[config.mk]
export PLATFORM = sky130hd
export DESIGN_NAME = rx_fifo_arbiter_flat
export DESIGN_NICKNAME = d
export VERILOG_FILES = /design/src/rtl/rx_fifo_arbiter_if.sv /design/src/rtl/rx_fifo_arbiter.sv /design/src/flat_wrapper.sv
export SDC_FILE = /design/constraint.sdc
export NUM_CORES = 1
export LEC_CHECK = 0
export CORE_ASPECT_RATIO = 1.5
export CORE_MARGIN = 2
export CORE_UTILIZATION = 30
export CTS_CLUSTER_SIZE = 40
export DETAILED_ROUTE_END_ITERATION = 10
export GPL_ROUTABILITY_DRIVEN = 0
export PLACE_DENSITY = 0.64
export SLEW_MARGIN = 20
export SYNTH_ARGS = -nofsm -noshare
export SYNTH_HDL_FRONTEND = slang
export SYNTH_SLANG_ARGS = --single-unit
[constraint.sdc]
create_clock -name BUS_CLK -period 4.7 [get_ports BUS_CLK]
set_input_delay 1.175 -clock BUS_CLK [delete_from_list [all_inputs] [get_ports BUS_CLK]]
set_output_delay 1.175 -clock BUS_CLK [all_outputs]
set_load 0.1 [all_outputs]
[src/rtl/rx_fifo_arbiter_if.sv]
// Receiver-channel FIFO taps and the merged downstream write port of rx_fifo_arbiter.
// master = arbiter side, slave = receiver FIFOs / output FIFO side.
interface rx_fifo_arbiter_if #(
    parameter int CHANNELS = 4,
    parameter int DSIZE    = 32
);
    logic [CHANNELS-1:0]       CHANNEL_EN;
    logic [CHANNELS-1:0]       RX_FIFO_EMPTY;
    logic [CHANNELS*DSIZE-1:0] RX_FIFO_DATA;
    logic [CHANNELS-1:0]       RX_FIFO_READ;
    logic                      OUT_FIFO_FULL;
    logic                      OUT_FIFO_WRITE;
    logic [DSIZE-1:0]          OUT_FIFO_DATA;
    logic [CHANNELS-1:0]       GRANT;
    logic [31:0]               WORD_CNT;

    modport master (
        input  CHANNEL_EN, RX_FIFO_EMPTY, RX_FIFO_DATA, OUT_FIFO_FULL,
        output RX_FIFO_READ, OUT_FIFO_WRITE, OUT_FIFO_DATA, GRANT, WORD_CNT
    );

    modport slave (
        output CHANNEL_EN, RX_FIFO_EMPTY, RX_FIFO_DATA, OUT_FIFO_FULL,
        input  RX_FIFO_READ, OUT_FIFO_WRITE, OUT_FIFO_DATA, GRANT, WORD_CNT
    );
endinterface

[src/rtl/rx_fifo_arbiter.sv]
// Round-robin merge of CHANNELS first-word-fall-through receiver FIFOs, at most MAX_BURST words per grant.
// Latency: grant one cycle after a request, downstream write one cycle after each pop.
// Backpressure: OUT_FIFO_FULL with the output register occupied stalls pops; the grant is held.
module rx_fifo_arbiter #(
    parameter int CHANNELS  = 4,
    parameter int MAX_BURST = 8,
    parameter int DSIZE     = 32
) (
    input  logic            BUS_CLK,
    input  logic            BUS_RST,
    rx_fifo_arbiter_if.master bus
);
    localparam int CW = (CHANNELS > 1) ? $clog2(CHANNELS) : 1;
    localparam int BW = $clog2(MAX_BURST + 1);
    localparam logic [CHANNELS-1:0] ONE_HOT0 = CHANNELS'(1);

    typedef enum logic {IDLE, SERVE} state_t;

    state_t              state_q, state_d;
    logic [CW-1:0]       last_grant_q, last_grant_d;
    logic [BW-1:0]       burst_cnt_q, burst_cnt_d;
    logic [CHANNELS-1:0] grant_q, grant_d;
    logic [CHANNELS-1:0] req, rd;
    logic [CW-1:0]       sel;
    logic                sel_vld;
    logic                pop, wr, can_accept;
    logic                g_empty, g_en;
    logic [DSIZE-1:0]    pop_dat;
    logic                out_valid_q;
    logic [DSIZE-1:0]    out_dat_q;
    logic [31:0]         word_cnt_q;

    assign req        = ~bus.RX_FIFO_EMPTY & bus.CHANNEL_EN;
    assign wr         = out_valid_q & ~bus.OUT_FIFO_FULL;
    assign can_accept = ~out_valid_q | ~bus.OUT_FIFO_FULL;
    // last_grant_q doubles as the index of the channel being served
    assign g_empty    = bus.RX_FIFO_EMPTY[last_grant_q];
    assign g_en       = bus.CHANNEL_EN[last_grant_q];
    assign pop_dat    = bus.RX_FIFO_DATA[int'(last_grant_q)*DSIZE +: DSIZE];

    // Scan from the farthest offset down so the nearest requester after last_grant wins
    always_comb begin
        sel     = '0;
        sel_vld = 1'b0;
        for (int k = CHANNELS; k >= 1; k--) begin
            if (req[(int'(last_grant_q) + k) % CHANNELS]) begin
                sel     = CW'((int'(last_grant_q) + k) % CHANNELS);
                sel_vld = 1'b1;
            end
        end
    end

    always_comb begin
        state_d      = state_q;
        grant_d      = grant_q;
        last_grant_d = last_grant_q;
        burst_cnt_d  = burst_cnt_q;
        pop          = 1'b0;
        rd           = '0;
        case (state_q)
            IDLE: begin
                if (sel_vld) begin
                    state_d      = SERVE;
                    grant_d      = ONE_HOT0 << sel;
                    last_grant_d = sel;
                    burst_cnt_d  = '0;
                end
            end
            SERVE: begin
                pop = ~g_empty & g_en & (burst_cnt_q < BW'(MAX_BURST)) & can_accept;
                if (pop) begin
                    rd          = ONE_HOT0 << last_grant_q;
                    burst_cnt_d = burst_cnt_q + 1'b1;
                    if (burst_cnt_q == BW'(MAX_BURST - 1)) begin
                        state_d = IDLE;
                        grant_d = '0;
                    end
                end else if (g_empty || !g_en) begin
                    state_d = IDLE;
                    grant_d = '0;
                end
            end
            default: begin
                state_d = IDLE;
                grant_d = '0;
            end
        endcase
    end

    always_ff @(posedge BUS_CLK) begin
        if (BUS_RST) begin
            state_q      <= IDLE;
            grant_q      <= '0;
            last_grant_q <= CW'(CHANNELS - 1);
            burst_cnt_q  <= '0;
        end else begin
            state_q      <= state_d;
            grant_q      <= grant_d;
            last_grant_q <= last_grant_d;
            burst_cnt_q  <= burst_cnt_d;
        end
    end

    // Single-entry output register: a pop refills it in the same cycle it drains
    always_ff @(posedge BUS_CLK) begin
        if (BUS_RST) begin
            out_valid_q <= 1'b0;
            out_dat_q   <= '0;
            word_cnt_q  <= '0;
        end else begin
            if (pop) begin
                out_valid_q <= 1'b1;
                out_dat_q   <= pop_dat;
            end else if (wr) begin
                out_valid_q <= 1'b0;
            end
            if (wr) begin
                word_cnt_q <= word_cnt_q + 32'd1;
            end
        end
    end

    assign bus.RX_FIFO_READ   = rd;
    assign bus.OUT_FIFO_WRITE = wr;
    assign bus.OUT_FIFO_DATA  = out_dat_q;
    assign bus.GRANT          = grant_q;
    assign bus.WORD_CNT       = word_cnt_q;
endmodule

[src/flat_wrapper.sv]
// flat-port wrapper written by rule: the top's interface ports become plain ports
module rx_fifo_arbiter_flat 
#(
    parameter int CHANNELS  = 4,
    parameter int MAX_BURST = 8,
    parameter int DSIZE     = 32
)
  (BUS_CLK, BUS_RST, bus_CHANNEL_EN, bus_RX_FIFO_EMPTY, bus_RX_FIFO_DATA, bus_OUT_FIFO_FULL, bus_RX_FIFO_READ, bus_OUT_FIFO_WRITE, bus_OUT_FIFO_DATA, bus_GRANT, bus_WORD_CNT);
  rx_fifo_arbiter_if #(.CHANNELS(CHANNELS), .DSIZE(DSIZE)) bus_i ();
  input  logic BUS_CLK;
  input  logic BUS_RST;
  input wire logic [$bits(bus_i.CHANNEL_EN)-1:0] bus_CHANNEL_EN;
  input wire logic [$bits(bus_i.RX_FIFO_EMPTY)-1:0] bus_RX_FIFO_EMPTY;
  input wire logic [$bits(bus_i.RX_FIFO_DATA)-1:0] bus_RX_FIFO_DATA;
  input wire logic [$bits(bus_i.OUT_FIFO_FULL)-1:0] bus_OUT_FIFO_FULL;
  output wire logic [$bits(bus_i.RX_FIFO_READ)-1:0] bus_RX_FIFO_READ;
  output wire logic [$bits(bus_i.OUT_FIFO_WRITE)-1:0] bus_OUT_FIFO_WRITE;
  output wire logic [$bits(bus_i.OUT_FIFO_DATA)-1:0] bus_OUT_FIFO_DATA;
  output wire logic [$bits(bus_i.GRANT)-1:0] bus_GRANT;
  output wire logic [$bits(bus_i.WORD_CNT)-1:0] bus_WORD_CNT;
  assign bus_i.CHANNEL_EN = bus_CHANNEL_EN;
  assign bus_i.RX_FIFO_EMPTY = bus_RX_FIFO_EMPTY;
  assign bus_i.RX_FIFO_DATA = bus_RX_FIFO_DATA;
  assign bus_i.OUT_FIFO_FULL = bus_OUT_FIFO_FULL;
  assign bus_RX_FIFO_READ = bus_i.RX_FIFO_READ;
  assign bus_OUT_FIFO_WRITE = bus_i.OUT_FIFO_WRITE;
  assign bus_OUT_FIFO_DATA = bus_i.OUT_FIFO_DATA;
  assign bus_GRANT = bus_i.GRANT;
  assign bus_WORD_CNT = bus_i.WORD_CNT;
  rx_fifo_arbiter #(.CHANNELS(CHANNELS), .MAX_BURST(MAX_BURST), .DSIZE(DSIZE)) u_core (.BUS_CLK(BUS_CLK), .BUS_RST(BUS_RST), .bus(bus_i));
endmodule
; Yosys cells after proc, flatten, opt, wreduce, memory -nomap -nowiden
; Cells that the tools add are included.
[word_totals]
reg_bits = 76
in_bits = 139
elab_cells = 94
[op_classes]
bitwise = 15
n_mux = 42
n_eq_ne = 5
n_reduce_logical = 10
shifts = 3
order_cmp = 6
addsub = 6
[op_table]
columns = operator, count
row1 = $shiftx A128 B8 Y32, 1
row2 = $add A32 B1 Y32 const B, 1
row3 = $mux W4, 8
row4 = $mux W1, 21
row5 = $lt A3 B4 Y1 const B, 4
row6 = $pmux W4 S2, 2
row7 = $bmux W1 S2, 6
row8 = $mux W2, 4
row9 = $reduce_or A2 Y1, 4
row10 = $shl A1 B2 Y4 const A, 2
row11 = $ne A3 B3 Y1 const B, 2
row12 = $add A2 B1 Y2 const B, 2
row13 = $add A2 B2 Y2 const B, 2
row14 = $add A4 B1 Y4 const B, 1
row15 = $and A1 B1 Y1, 4
row16 = $and A1 B1 Y1 const A, 4
row17 = $and A4 B4 Y4, 1
row18 = $eq A4 B3 Y1 const B, 1
row19 = $lt A4 B4 Y1 const B, 1
row20 = $not A1 Y1, 4
row21 = $not A4 Y4, 1
row22 = $reduce_and A2 Y1, 2
row23 = $lt A2 B3 Y1 const B, 1
row24 = $reduce_and A3 Y1, 1
row25 = other kinds (7), 7

; Depth between registers and ports, before layout
[logic_depth]
depth_word = 13
mapped_depth = 8
mapped_depth_nobuf = 6

; Least setup slack after synthesis
; OpenSTA, ideal clock, no wires.
[synth_timing]
path_kind = input-to-output
from = input port bus_CHANNEL_EN[2]
to = output port bus_RX_FIFO_READ[0]
slack_ps = 799
path_buffers = 1
cell_stages = 5
t_required_ps = 3525
t_arrival_ps = 2726
cell_sequence = nor2b_1 > mux4_2 > and3_1 > buf_2 > and2_1
[synth_via]
elab_chain_cells = 7
[synth_lines]
columns = item, line
row1 = start: declaration, flat_wrapper.sv:12  ; input wire logic [$bits(bus_i.CHANNEL_EN)-1:0] bus_CHANNEL_EN;
row2 = $bmux W1 S2, rx_fifo_arbiter.sv:38  ; assign g_en = bus.CHANNEL_EN[last_grant_q];
row3 = $mux W1 (not written as such), rx_fifo_arbiter.sv:38
row4 = $and A1 B1 Y1 (3 in a row), rx_fifo_arbiter.sv:70  ; pop = ~g_empty & g_en & (burst_cnt_q < BW'(MAX_BURST)) & can_accept;
row5 = $mux W4, rx_fifo_arbiter.sv:71  ; if (pop) begin
row6 = $mux W4, rx_fifo_arbiter.sv:60  ; case (state_q)
row7 = end: declaration, flat_wrapper.sv:16  ; output wire logic [$bits(bus_i.RX_FIFO_READ)-1:0] bus_RX_FIFO_READ;
; Every way passes these cells. The select of a mux whose other input is x is not followed.

; Worst setup path in the final report
[layout_timing]
from = input port bus_CHANNEL_EN[1]
to = output port bus_RX_FIFO_READ[1]
; Same word-level chain as after synthesis.

==> flow_summary.json <==
{
  "avgViaCountPerCell": 5.11,
  "grt_max_degree": 41,
  "maxSlewHeadroom": 0.304,
  "fp.dieH_um": 148,
  "synth_top_area_share": 0.369,
  "nNetsFinal": 776,
  "cts_setup_buffers": 0,
  "port_buffers": 211,
  "ios": 212,
  "synthToLayoutAreaGrowth_pct": 63.0,
  "hold_path.class": "reg -> reg",
  "end_kind": "primary output",
  "post-place-ws_ps": 661,
  "ctsRootBufferMaster": "clkbuf_16",
  "drive_above_1_share": 0.118,
  "drc": 1,
  "drtIter0Drc": 230,
  "setup_viol": 0,
  "cp_cell_sequence": "clkdlybuf4s50_1, nor2b_1, mux4_2, and3_1, and2_1, buf_12",
  "grt_overflow": 0,
  "synth_edf_count": 0,
  "synth_area_leaders": "dfxtp_1 (37%), mux4_2 (19%), nand2_1 (7.4%)",
  "drt-wirelength-per-cell_um": 16.2,
  "grt_pass1_vias": 4210,
  "worstMarginPinSlew_ps": 1040,
  "irDropWorstVdd_mv": 0.142,
  "p_total_mw": 2.03,
  "crit_slowest_cell": "mux4_2",
  "grt_pass1_wl_mm": 20.3,
  "clock_latency_ps": 330,
  "holdWs_ps": 453,
  "min_period_ps": 4040,
  "finalWorstSetupSlack_ps": 663,
  "antenna_found_initial": 0,
  "finalHoldViolCount": 0,
  "yosysTopAreaCell": "dfxtp_1",
  "core_region_area_mm2": 0.0135,
  "dpl.hpwl_mm": 9.96,
  "clock_path_buffers": 2,
  "outcome": "complete, but fails checks",
  "power_leakage_nw": 2.38,
  "final_util": 0.499,
  "period_share": 0.859,
  "start_util": 0.306,
  "p_per_area_mw_per_mm2": 303,
  "async_flop_share": 0,
  "grt_setup_unrepaired": "no",
  "synth.distinct_cells": 45,
  "cap_violations": 0,
  "cts_buffers": 9,
  "ant_nets": 0,
  "netlist_instances": 431,
  "rrSetupSlack_ps": 2300,
  "startpoint_type": "primary input",
  "ys_ff_latch": 76,
  "synth_nets": 576,
  "cts_hold_buffers": 0,
  "worstSetupPathType": "in -> out",
  "slew_violations": 0,
  "drt_wl_total_mm": 12.9,
  "skew_ps": 5.63,
  "htree_levels": 3,
  "arrival_ps": 2860,
  "fmax_ghz": 0.248,
  "path_clk_slew_ps": 50,
  "synth.avg_cell_area_um2": 9.56,
  "drt_first_pass_iters": 9,
  "violations": "DRC",
  "synth_most_common_cell": "nand2_1",
  "setup_tns_ps": 0,
  "n_antenna_cell": 0,
  "slowest_delay_ps": 510,
  "syn_area_mm2": 0.00412,
  "cts_resized": 0,
  "synth_common_cells": "nand2_1 (81), dfxtp_1 (76), a21oi_1 (46)",
  "die_w_um": 99.7,
  "required_ps": 3520,
  "synthFlopType": "dfxtp_1",
  "crit_fanout": 5,
  "rows": 52,
  "yosysSeqAreaShare": 0.369,
  "crit_family": "simple AND/OR/NAND/NOR gates",
  "cp_num_buf_inv": 2,
  "yosysWarnings": 0,
  "vias": 4073,
  "cts_tree": "done",
  "dieArea_mm2": 0.0147,
  "cts_sinks": 76,
  "gr-usage-all-layers": 0.174
}
-- state kept, by name (all words and copies together) (netlist names) --
name / count
u_core.burst_cnt_q: 4
u_core.bus.GRANT: 4
u_core.bus.OUT_FIFO_DATA: 32
u_core.bus.WORD_CNT: 32
u_core.last_grant_q: 2
u_core.out_valid_q: 1
u_core.state_q: 1
-- worst paths after layout --
| check | startpoint | to | cells past startpoint |
|---|---|---|---|
| setup / recovery | bus_CHANNEL_EN[1] | bus_RX_FIFO_READ[1] | 6 |
| hold / removal | u_core.bus.OUT_FIFO_DATA[11] | u_core.bus.OUT_FIFO_DATA[11] | 2 |
| setup reg to reg | u_core.last_grant_q[0] | u_core.bus.GRANT[0] | 5 |
| hold reg to reg | u_core.bus.OUT_FIFO_DATA[11] | u_core.bus.OUT_FIFO_DATA[11] | 2 |
-- tightest hold or removal path, delay by kind of cell, from the launching register on --
kind | cells | cell delay (ps)
AO/OA/AOI/OAI | 1 | 50
flip-flops | 1 | 300
AND/OR/NAND/NOR | 1 | 50
-- logic make-up after synthesis --
group / after synthesis / synth area share
xor+xnor: 29 / 0.0616
flops: 76 / 0.369
mux: 37 / 0.196
simple gates: 186 / 0.228
compound gates: 64 / 0.0920
buf+inv: 33 / 0.0349
fa+ha+maj: 6 / 0.0182
-- cell usage in the layout (no fill, tap or decap), types with 6 or more instances in the layout --
master           instances
nand3_1                 10
nand4_1                 11
mux4_2                  35
ha_1                     6
a21oi_1                 46
nor3_1                   6
nor2b_1                  6
buf_4                    6
xor2_1                  15
dfxtp_1                 74
nor2_1                  37
xnor2_1                 14
nand2_1                 81
clkdlybuf4s50_1        205
clkbuf_16                9
-- metal layers --
metal | global-route usage | vias up | part of all wire
li1 | - | 1949 | -
met1 | 0.178 | 1917 | 0.37
met2 | 0.323 | 181 | 0.54
met3 | 0.0468 | 26 | 0.071
met4 | 0.0801 | 0 | 0.023
met5 | 0 | - | 0
-- through the flow --
stage	instances	area, µm²
after global routing	797	6720
final	797	6720
after floorplan	431	4120
after global placement	782	6390
after CTS	797	6720
after detailed placement	782	6390
-- power by group --
part / leakage [nW] / internal (mW) / switching, mW
sequential: 0.614 / 0.669 / 0.0149
combinational: 1.60 / 0.278 / 0.321
clock: 0.158 / 0.490 / 0.260
-- cell type report --
| type | instances | area, µm² |
|---|---|---|
| Fill cell | 1254 | 6750 |
| Multi-Input combinational cell | 322 | 2460 |
| Clock buffer | 11 | 253 |
| Clock inverter | 4 | 72.6 |
| Timing Repair Buffer | 216 | 2180 |
| Sequential cell | 76 | 1520 |
| Tap cell | 162 | 203 |
| Inverter | 6 | 22.5 |
(Power assumes the default switching activity.)
